===== src/rtl/cordic_issue_controller.sv =====
// Issue sequencer for a single-instruction-in-flight CORDIC pipeline.
// Accepts a 16-bit packet, issues it to Fetch with a one-cycle stall release,
// waits for the CORDIC result (with timeout), chains tan/tanh into a second
// division pass, and writes one or two results back to the register file.
//
// Ports
//   clock, reset          : rising-edge clock, synchronous active-low reset
//   instr_valid/_packet   : upstream packet {op, x_addr, y_addr, z_addr}
//   instr_ready           : high only while idle
//   fetch_packet/_stall   : packet and stall to the Fetch stage
//   chain_sel/_x/_y       : second-pass operand override for the CORDIC
//   cordic_done/_x/_y/_z  : CORDIC result pulse and values
//   wb_en/_addr/_data     : register-file write port
//   busy, error           : status; error is sticky until the next accept
module cordic_issue_controller #(
    parameter int unsigned TIMEOUT_CYCLES = 255,
    parameter int unsigned DATA_W         = 32
) (
    input  logic              clock,
    input  logic              reset,
    input  logic              instr_valid,
    input  logic [15:0]       instr_packet,
    output logic              instr_ready,
    output logic [15:0]       fetch_packet,
    output logic              fetch_stall,
    output logic              chain_sel,
    output logic [DATA_W-1:0] chain_x,
    output logic [DATA_W-1:0] chain_y,
    input  logic              cordic_done,
    input  logic [DATA_W-1:0] cordic_x,
    input  logic [DATA_W-1:0] cordic_y,
    input  logic [DATA_W-1:0] cordic_z,
    output logic              wb_en,
    output logic [3:0]        wb_addr,
    output logic [DATA_W-1:0] wb_data,
    output logic              busy,
    output logic              error
);

    localparam int unsigned CNT_W = $clog2(TIMEOUT_CYCLES + 1);

    localparam logic [3:0] OP_SIN_COS   = 4'd0;
    localparam logic [3:0] OP_SINH_COSH = 4'd1;
    localparam logic [3:0] OP_EXP       = 4'd4;
    localparam logic [3:0] OP_SQR_ROOT  = 4'd5;
    localparam logic [3:0] OP_DIVISION  = 4'd6;
    localparam logic [3:0] OP_TAN       = 4'd7;
    localparam logic [3:0] OP_TANH      = 4'd8;
    localparam logic [3:0] OP_HYPOT     = 4'd10;

    typedef enum logic [2:0] {
        S_IDLE, S_ISSUE1, S_WAIT1, S_ISSUE2, S_WAIT2, S_WB1, S_WB2
    } state_e;

    function automatic logic is_legal(input logic [3:0] op);
        return (op <= 4'd10) && (op != 4'd9);
    endfunction

    function automatic logic is_two_pass(input logic [3:0] op);
        return (op == OP_TAN) || (op == OP_TANH);
    endfunction

    function automatic logic is_dual_wb(input logic [3:0] op);
        return (op == OP_SIN_COS) || (op == OP_SINH_COSH);
    endfunction

    // Ops whose single/first writeback is the x result to x_addr; others write z to z_addr.
    function automatic logic writes_x(input logic [3:0] op);
        return (op == OP_SIN_COS) || (op == OP_SINH_COSH) || (op == OP_EXP) ||
               (op == OP_SQR_ROOT) || (op == OP_HYPOT);
    endfunction

    state_e              state_q, state_d;
    logic [15:0]         pkt_q, pkt_d;
    logic [CNT_W-1:0]    cnt_q, cnt_d;
    logic [DATA_W-1:0]   y_hold_q, y_hold_d;
    logic                ready_q, ready_d;
    logic [15:0]         fetch_packet_q, fetch_packet_d;
    logic                fetch_stall_q, fetch_stall_d;
    logic                chain_sel_q, chain_sel_d;
    logic [DATA_W-1:0]   chain_x_q, chain_x_d;
    logic [DATA_W-1:0]   chain_y_q, chain_y_d;
    logic                wb_en_q, wb_en_d;
    logic [3:0]          wb_addr_q, wb_addr_d;
    logic [DATA_W-1:0]   wb_data_q, wb_data_d;
    logic                busy_q, busy_d;
    logic                error_q, error_d;

    logic [3:0] op;
    logic [3:0] in_op;
    logic       accept;
    logic       timeout_hit;

    assign op          = pkt_q[15:12];
    assign in_op       = instr_packet[15:12];
    assign accept      = instr_valid && ready_q;
    assign timeout_hit = (cnt_q == CNT_W'(TIMEOUT_CYCLES - 1));

    // Next-state and registered-output logic
    always_comb begin
        state_d        = state_q;
        pkt_d          = pkt_q;
        cnt_d          = '0;
        y_hold_d       = y_hold_q;
        fetch_packet_d = fetch_packet_q;
        chain_x_d      = chain_x_q;
        chain_y_d      = chain_y_q;
        wb_addr_d      = wb_addr_q;
        wb_data_d      = wb_data_q;
        error_d        = error_q;

        case (state_q)
            S_IDLE: begin
                if (accept) begin
                    pkt_d   = instr_packet;
                    error_d = !is_legal(in_op);
                    if (is_legal(in_op)) begin
                        state_d = S_ISSUE1;
                        // First pass of tan/tanh is the matching sin_cos/sinh_cosh
                        if (in_op == OP_TAN)
                            fetch_packet_d = {OP_SIN_COS, instr_packet[11:0]};
                        else if (in_op == OP_TANH)
                            fetch_packet_d = {OP_SINH_COSH, instr_packet[11:0]};
                        else
                            fetch_packet_d = instr_packet;
                    end
                end
            end
            S_ISSUE1: state_d = S_WAIT1;
            S_ISSUE2: state_d = S_WAIT2;
            S_WAIT1, S_WAIT2: begin
                if (cordic_done) begin
                    if ((state_q == S_WAIT1) && is_two_pass(op)) begin
                        chain_x_d      = cordic_x;
                        chain_y_d      = cordic_y;
                        fetch_packet_d = {OP_DIVISION, pkt_q[11:0]};
                        state_d        = S_ISSUE2;
                    end else begin
                        wb_addr_d = writes_x(op) ? pkt_q[11:8] : pkt_q[3:0];
                        wb_data_d = writes_x(op) ? cordic_x : cordic_z;
                        y_hold_d  = cordic_y;
                        state_d   = S_WB1;
                    end
                end else if (timeout_hit) begin
                    error_d = 1'b1;
                    state_d = S_IDLE;
                end else begin
                    cnt_d = cnt_q + CNT_W'(1);
                end
            end
            S_WB1: begin
                if (is_dual_wb(op)) begin
                    wb_addr_d = pkt_q[7:4];
                    wb_data_d = y_hold_q;
                    state_d   = S_WB2;
                end else begin
                    state_d = S_IDLE;
                end
            end
            S_WB2:   state_d = S_IDLE;
            default: state_d = S_IDLE;
        endcase

        ready_d       = (state_d == S_IDLE);
        fetch_stall_d = !((state_d == S_ISSUE1) || (state_d == S_ISSUE2));
        chain_sel_d   = (state_d == S_ISSUE2) || (state_d == S_WAIT2);
        wb_en_d       = (state_d == S_WB1) || (state_d == S_WB2);
        busy_d        = (state_d != S_IDLE);
    end

    // State and output registers
    always_ff @(posedge clock) begin
        if (!reset) begin
            state_q        <= S_IDLE;
            pkt_q          <= '0;
            cnt_q          <= '0;
            y_hold_q       <= '0;
            ready_q        <= 1'b0;
            fetch_packet_q <= '0;
            fetch_stall_q  <= 1'b1;
            chain_sel_q    <= 1'b0;
            chain_x_q      <= '0;
            chain_y_q      <= '0;
            wb_en_q        <= 1'b0;
            wb_addr_q      <= '0;
            wb_data_q      <= '0;
            busy_q         <= 1'b0;
            error_q        <= 1'b0;
        end else begin
            state_q        <= state_d;
            pkt_q          <= pkt_d;
            cnt_q          <= cnt_d;
            y_hold_q       <= y_hold_d;
            ready_q        <= ready_d;
            fetch_packet_q <= fetch_packet_d;
            fetch_stall_q  <= fetch_stall_d;
            chain_sel_q    <= chain_sel_d;
            chain_x_q      <= chain_x_d;
            chain_y_q      <= chain_y_d;
            wb_en_q        <= wb_en_d;
            wb_addr_q      <= wb_addr_d;
            wb_data_q      <= wb_data_d;
            busy_q         <= busy_d;
            error_q        <= error_d;
        end
    end

    assign instr_ready  = ready_q;
    assign fetch_packet = fetch_packet_q;
    assign fetch_stall  = fetch_stall_q;
    assign chain_sel    = chain_sel_q;
    assign chain_x      = chain_x_q;
    assign chain_y      = chain_y_q;
    assign wb_en        = wb_en_q;
    assign wb_addr      = wb_addr_q;
    assign wb_data      = wb_data_q;
    assign busy         = busy_q;
    assign error        = error_q;

endmodule


===== config.mk =====
export PLATFORM = sky130hd
export DESIGN_NAME = cordic_issue_controller
export DESIGN_NICKNAME = d
export VERILOG_FILES = /design/src/rtl/cordic_issue_controller.sv
export SDC_FILE = /design/constraint.sdc
export NUM_CORES = 1
export LEC_CHECK = 0
export CORE_ASPECT_RATIO = 1.4
export CORE_MARGIN = 1.5
export CORE_UTILIZATION = 42
export CTS_CLUSTER_SIZE = 40
export DETAILED_ROUTE_END_ITERATION = 7
export GPL_TIMING_DRIVEN = 0
export PLACE_DENSITY = 0.77
export SLEW_MARGIN = 15
export SYNTH_ARGS = -nofsm -noshare
export SYNTH_HDL_FRONTEND = slang
export SYNTH_SLANG_ARGS = --single-unit

===== constraint.sdc =====
create_clock -name clock -period 2 [get_ports clock]
set_clock_uncertainty 0.1 [all_clocks]
set_input_delay 0.3 -clock clock [delete_from_list [all_inputs] [get_ports clock]]
set_output_delay 0.3 -clock clock [all_outputs]
set_load 0.02 [all_outputs]

Yosys cells after proc, flatten, opt, wreduce, memory -nomap -nowiden
Cells that the tools add are included.

operators by class
  $add $sub $neg = 1
  multipliers = 0
  divide/modulo/power cells = 0
  $lt $le $gt $ge = 1
  eq/ne operators = 28
  shifts and indexed selects = 0
  multiplexer cells = 28
  bitwise gates (word level) = 3
  reduce and logical (&&, ||, !) cells = 27

operator list
  kind                 number
  $mux 32              4
  $mux 16              6
  $pmux 32 s2          1
  $pmux 16 s2          1
  $mux 3               6
  $eq 4x3->1 const B   4
  $mux 4               4
  $ne 2x2->1 const B   8
  $eq 3x3->1 const B   5
  $pmux 3 s5           1
  $eq 4x4->1 const B   3
  $eq 3x2->1 const B   3
  $add 8x1->8 const B  1
  $eq 8x8->1 const B   1
  $logic_or 1x1->1     8
  $pmux 4 s2           1
  $reduce_and 4->1     2
  $eq 3x1->1 const B   2
  $logic_not 3->1      2
  $reduce_and 3->1     2
  $reduce_and 5->1     1
  $eq 4x1->1 const B   1
  $le 4x4->1 const B   1
  $logic_not 4->1      1
  11 further kinds     19

storage, ports and cells
  bits in registers = 181
  latch bits = 0
  memory bits (writable) = 0
  ROM bits = 0
  output and inout bits = 122
  logic and storage cells = 103
  memories = 0

Depth between registers and ports, before layout
  word-level depth = 9
  gate-level depth with buffers = 7
  depth with buffers taken out = 6

Worst setup path before layout
OpenSTA, ideal clock, no wires.

  path kind = flip-flop to flip-flop
  start = register pkt_q[13]
  end = register chain_y_q[25] (netlist: chain_y[25])
  setup time = 0.071 ns
  data arrival time = 1.780 ns
  setup slack = 0.050 ns
  cell stages (with the launch flop) = 8
  path buffers = 3
  period minus slack after synthesis = 1.950 ns
  cells stage by stage = dfxtp_1 buf_2 or4b_4 a211oi_4 buf_4 buf_4 nand2_1 a21oi_1

on the way
  cells in the longest elaborated chain, start to end = 4
  elaborated cells on any way between the ends = 5
  classes of those cells = 2 x eq/ne; 3 x reduce/logical

RTL lines
  what                                      RTL line  text
  start, declared                           74        logic [15:0] pkt_q, pkt_d;
  start signal, assigned                    191       pkt_q <= pkt_d;
  $eq 4x3->1 or $eq 4x4->1 (tied branches)  60        return (op == OP_TAN) || (op == OP_TANH);
  $logic_or 1x1->1 (*)                      60
  $logic_and 1x1->1 (*)                     133       if ((state_q == S_WAIT1) && is_two_pass(op)) begin
  $reduce_and 3->1 (no source line) (*)     --
  end signal, assigned                      199       chain_y_q <= chain_y_d;
  end, declared                             82        logic [DATA_W-1:0] chain_y_q, chain_y_d;

Mark *: on every way between the ends. The rest lies on a longest branch, timed or not.
A chain may end at the register's enable or synchronous reset.

Worst setup path in the final report
  start = register pkt_q[13]
  end = register wb_data_q[0] (netlist: wb_data[0])

on the way
  cells in the longest elaborated chain, start to end = 9
  elaborated cells on any way between the ends = 20
  classes of those cells = 8 x eq/ne; 4 x mux; 8 x reduce/logical

RTL lines
  what                                           RTL line  text
  $eq 4x1->1 or $logic_not 4->1 (tied branches)  64, 69
  $logic_or 1x1->1                               64, 69
  $logic_or 1x1->1 (2 in series)                 69        return (op == OP_SIN_COS) || (op == OP_SINH_COSH) || (op == OP_EXP) ||
  $logic_or 1x1->1                               70        (op == OP_SQR_ROOT) || (op == OP_HYPOT);
  $mux 32                                        140       wb_data_d = writes_x(op) ? cordic_x : cordic_z;
  $mux 32                                        133
  $mux 32                                        132       if (cordic_done) begin
  $pmux 32 s2                                    112       case (state_q)
  end signal, assigned                           202       wb_data_q <= wb_data_d;
  end, declared                                  85        logic [DATA_W-1:0] wb_data_q, wb_data_d;

Parallel ways exist; a longest one is shown, timed or not. The select of a mux whose other input is x is not followed.

==> metrics <==
status finished, violations left; violated checks setup timing; Clock Tree Root clkbuf_16; Post-synth ARST share 0%; EDFF count, synth 0; Top Metal Used met4; antenna violations before repair 2; final worst-path cycle share 107%; setup TNS -1.02 ns; pre-CTS WS -0.707 ns; CTS tree done; hold_buf cts 0; number of global-route vias before repair 7816; wire length on met2 13900 µm; max-cap viol count 0; synthesized flop and latch total 181; num rows 57; Worst VDD drop 536 µV; Vias/cell 5.59; CP endpoint kind flop; Post-Syn Nets 1018; register area share after synthesis 48.8%; largest net degree at the start of global routing 17; Die Area 18500 µm²; drt drc 0; Iteration-0 DRC Markers 639; io pins 238; fmax 466 MHz; Setup WS post-layout -0.148 ns; Synth top area share 48.8%; Die Width 115 µm; Fillers 1455; initial cell density of the core 42.9%; Final Hold Slack 0.341 ns; Slew HR 53.6%; Total Power 8.49 mW; prevailing post-synth register cell dfxtp_1; Reg clk slew, reported paths 0.07 ns; hold crit path type input pin to flop; worst slew pin tran 0.696 ns; Synth area leader dfxtp_1; RSZ-0062 raised after global routing true; crit-path max FO 6; met3 WL 1790 µm; PortBufs 237; WS Path Type flop to flop; Final ANT Viol Nets 0; die height 160 µm; GRT Overall Usage 28.1%; Synth Instances 900; NumNets Final 1286; WP data required 2.23 ns; WL/cell 19.2 µm; via count 7934; clock latency on the worst-skew pair 0.44 ns; Data arrival, critical path 2.38 ns; dpl hpwl 18900 µm; Min Clock Period, post-route 2.15 ns; Area Overhead vs Synth 53.5%; drt pass-1 iters 5; Clock H-tree levels 4; final hold vios 0; Core ar. 17300 µm²; wirelength, routed 27200 µm; placer congestion estimate 0.879; CTS buffer count 17; Synth Warn # 0; share of cells above drive strength 1 14.6%; Synth Cell Area 7430 µm²; Leak 4.03 nW; WL met1 10300 µm; average size of a mapped cell 8.25 µm²; Cell Pwr Density 745 nW/µm²; Clock Sinks 181; Distinct cells, synth 50; first-pass GRT wire length 40200 µm; CP Launch Type flop; max-slew violations 0; Max clock buf depth 2; most area-consuming cells after synthesis dfxtp_1 (49%), nand2_1 (6.9%), a21oi_1 (6.8%); total grt overflow 0; Final setup viols 50
==> state kept, by name, indices dropped and copies added, names as in the netlist, 3 cells and up <==
signal        count
cnt_q             8
y_hold_q         32
state_q           3
pkt_q            16
wb_addr           4
wb_data          32
chain_x          32
fetch_packet     16
chain_y          32
==> per-stage QoR <==
stage          util, %  area (µm²)  instances
2_1_floorplan        -        7430        900
3_3_place_gp      58.3       10100       1373
3_5_place_dp      58.3       10100       1373
4_1_cts           63.7       11000       1411
5_1_grt           65.8       11400       1419
6_report          65.8       11400       1419
==> cell usage in the layout, fill, tap and decap left out, types with 9 or more instances in the layout <==
master / synthesis / layout
clkbuf_2: 0 / 25
clkbuf_1: 59 / 18
mux2i_1: 28 / 28
a211oi_1: 14 / 9
clkbuf_4: 0 / 9
clkbuf_16: 0 / 18
a31oi_1: 37 / 37
a21oi_1: 101 / 80
a21oi_2: 1 / 21
nor3_1: 16 / 10
clkdlybuf4s50_1: 0 / 237
buf_6: 0 / 10
a22o_1: 36 / 36
nand3_1: 77 / 76
dfxtp_1: 181 / 176
o21ai_0: 71 / 71
nand2_1: 136 / 131
nor2_1: 66 / 63
buf_4: 2 / 19
==> power by group <==
part           switching, mW  internal, mW  leakage (nW)
clock                   1.50          1.92         0.287
sequential            0.0825          3.71          1.47
combinational          0.655         0.614          2.28
==> area by class of cell <==
class | instances | area [µm²] | share of cell area (%)
multi-input cells | 633 | 3780 | 33.2
flip-flops and latches | 181 | 3640 | 31.9
repair buffers | 254 | 2550 | 22.4
plain buffers | 77 | 515 | 4.52
clock buffers | 19 | 453 | 3.97
well taps | 236 | 295 | 2.59
clock inverters | 13 | 145 | 1.27
inverters | 4 | 15.0 | 0.132
diodes | 2 | 5.00 | 0.0439
==> worst max-delay path, stage by stage (launching register included) <==
cell and delay, ns:
dfxtp_4 0.38, clkbuf_2 0.15, buf_4 0.15, nor4bb_4 0.15, buf_4 0.14, clkdlybuf4s15_2 0.25
o21ai_0 0.35, a31oi_1 0.17, a22o_1 0.20
==> Yosys cell counts, types with 14 or more instances <==
cell type	count
a31oi_1	37
mux2i_1	28
o21ai_0	71
a22o_1	36
nor3_1	16
clkbuf_1	59
nand2_1	136
nor2_1	66
a211oi_1	14
dfxtp_1	181
nand3_1	77
a21oi_1	101
buf_2	18
==> repair_timing <==
action	in CTS	in global routing
pin swaps	6	24
cloned	1	1
resized for setup	81	114
hold endpoints to repair	0	0
buffers inserted	9	6
endpoints found under the setup margin	168	161
==> final timing paths <==
path                                  start     endpoint  slack (ns)  depth (start not counted)
worst max-delay path              pkt_q[13]   wb_data[0]       -0.15                          8
worst min-delay path            cordic_y[8]   chain_y[8]        0.34                          3
worst max register to register    pkt_q[13]   wb_data[0]       -0.15                          8
worst min register to register  chain_y[21]  chain_y[21]        0.35                          2
==> routing by layer <==
metal	global-route usage, %	vias up
li1	-	3725
met1	30.8	3726
met2	50.1	376
met3	6.00	107
met4	14.6	0
met5	0	-
==> cells by family after synthesis <==
| family | Yosys count | share of synthesized area [%] |
|---|---|---|
| simple gates | 326 | 19.8 |
| xor+xnor | 7 | 0.825 |
| compound gates | 270 | 21.8 |
| buf+inv | 86 | 4.75 |
| mux | 28 | 3.77 |
| flops | 181 | 48.8 |
| fa+ha+maj | 2 | 0.337 |
(Power assumes the default switching activity.)
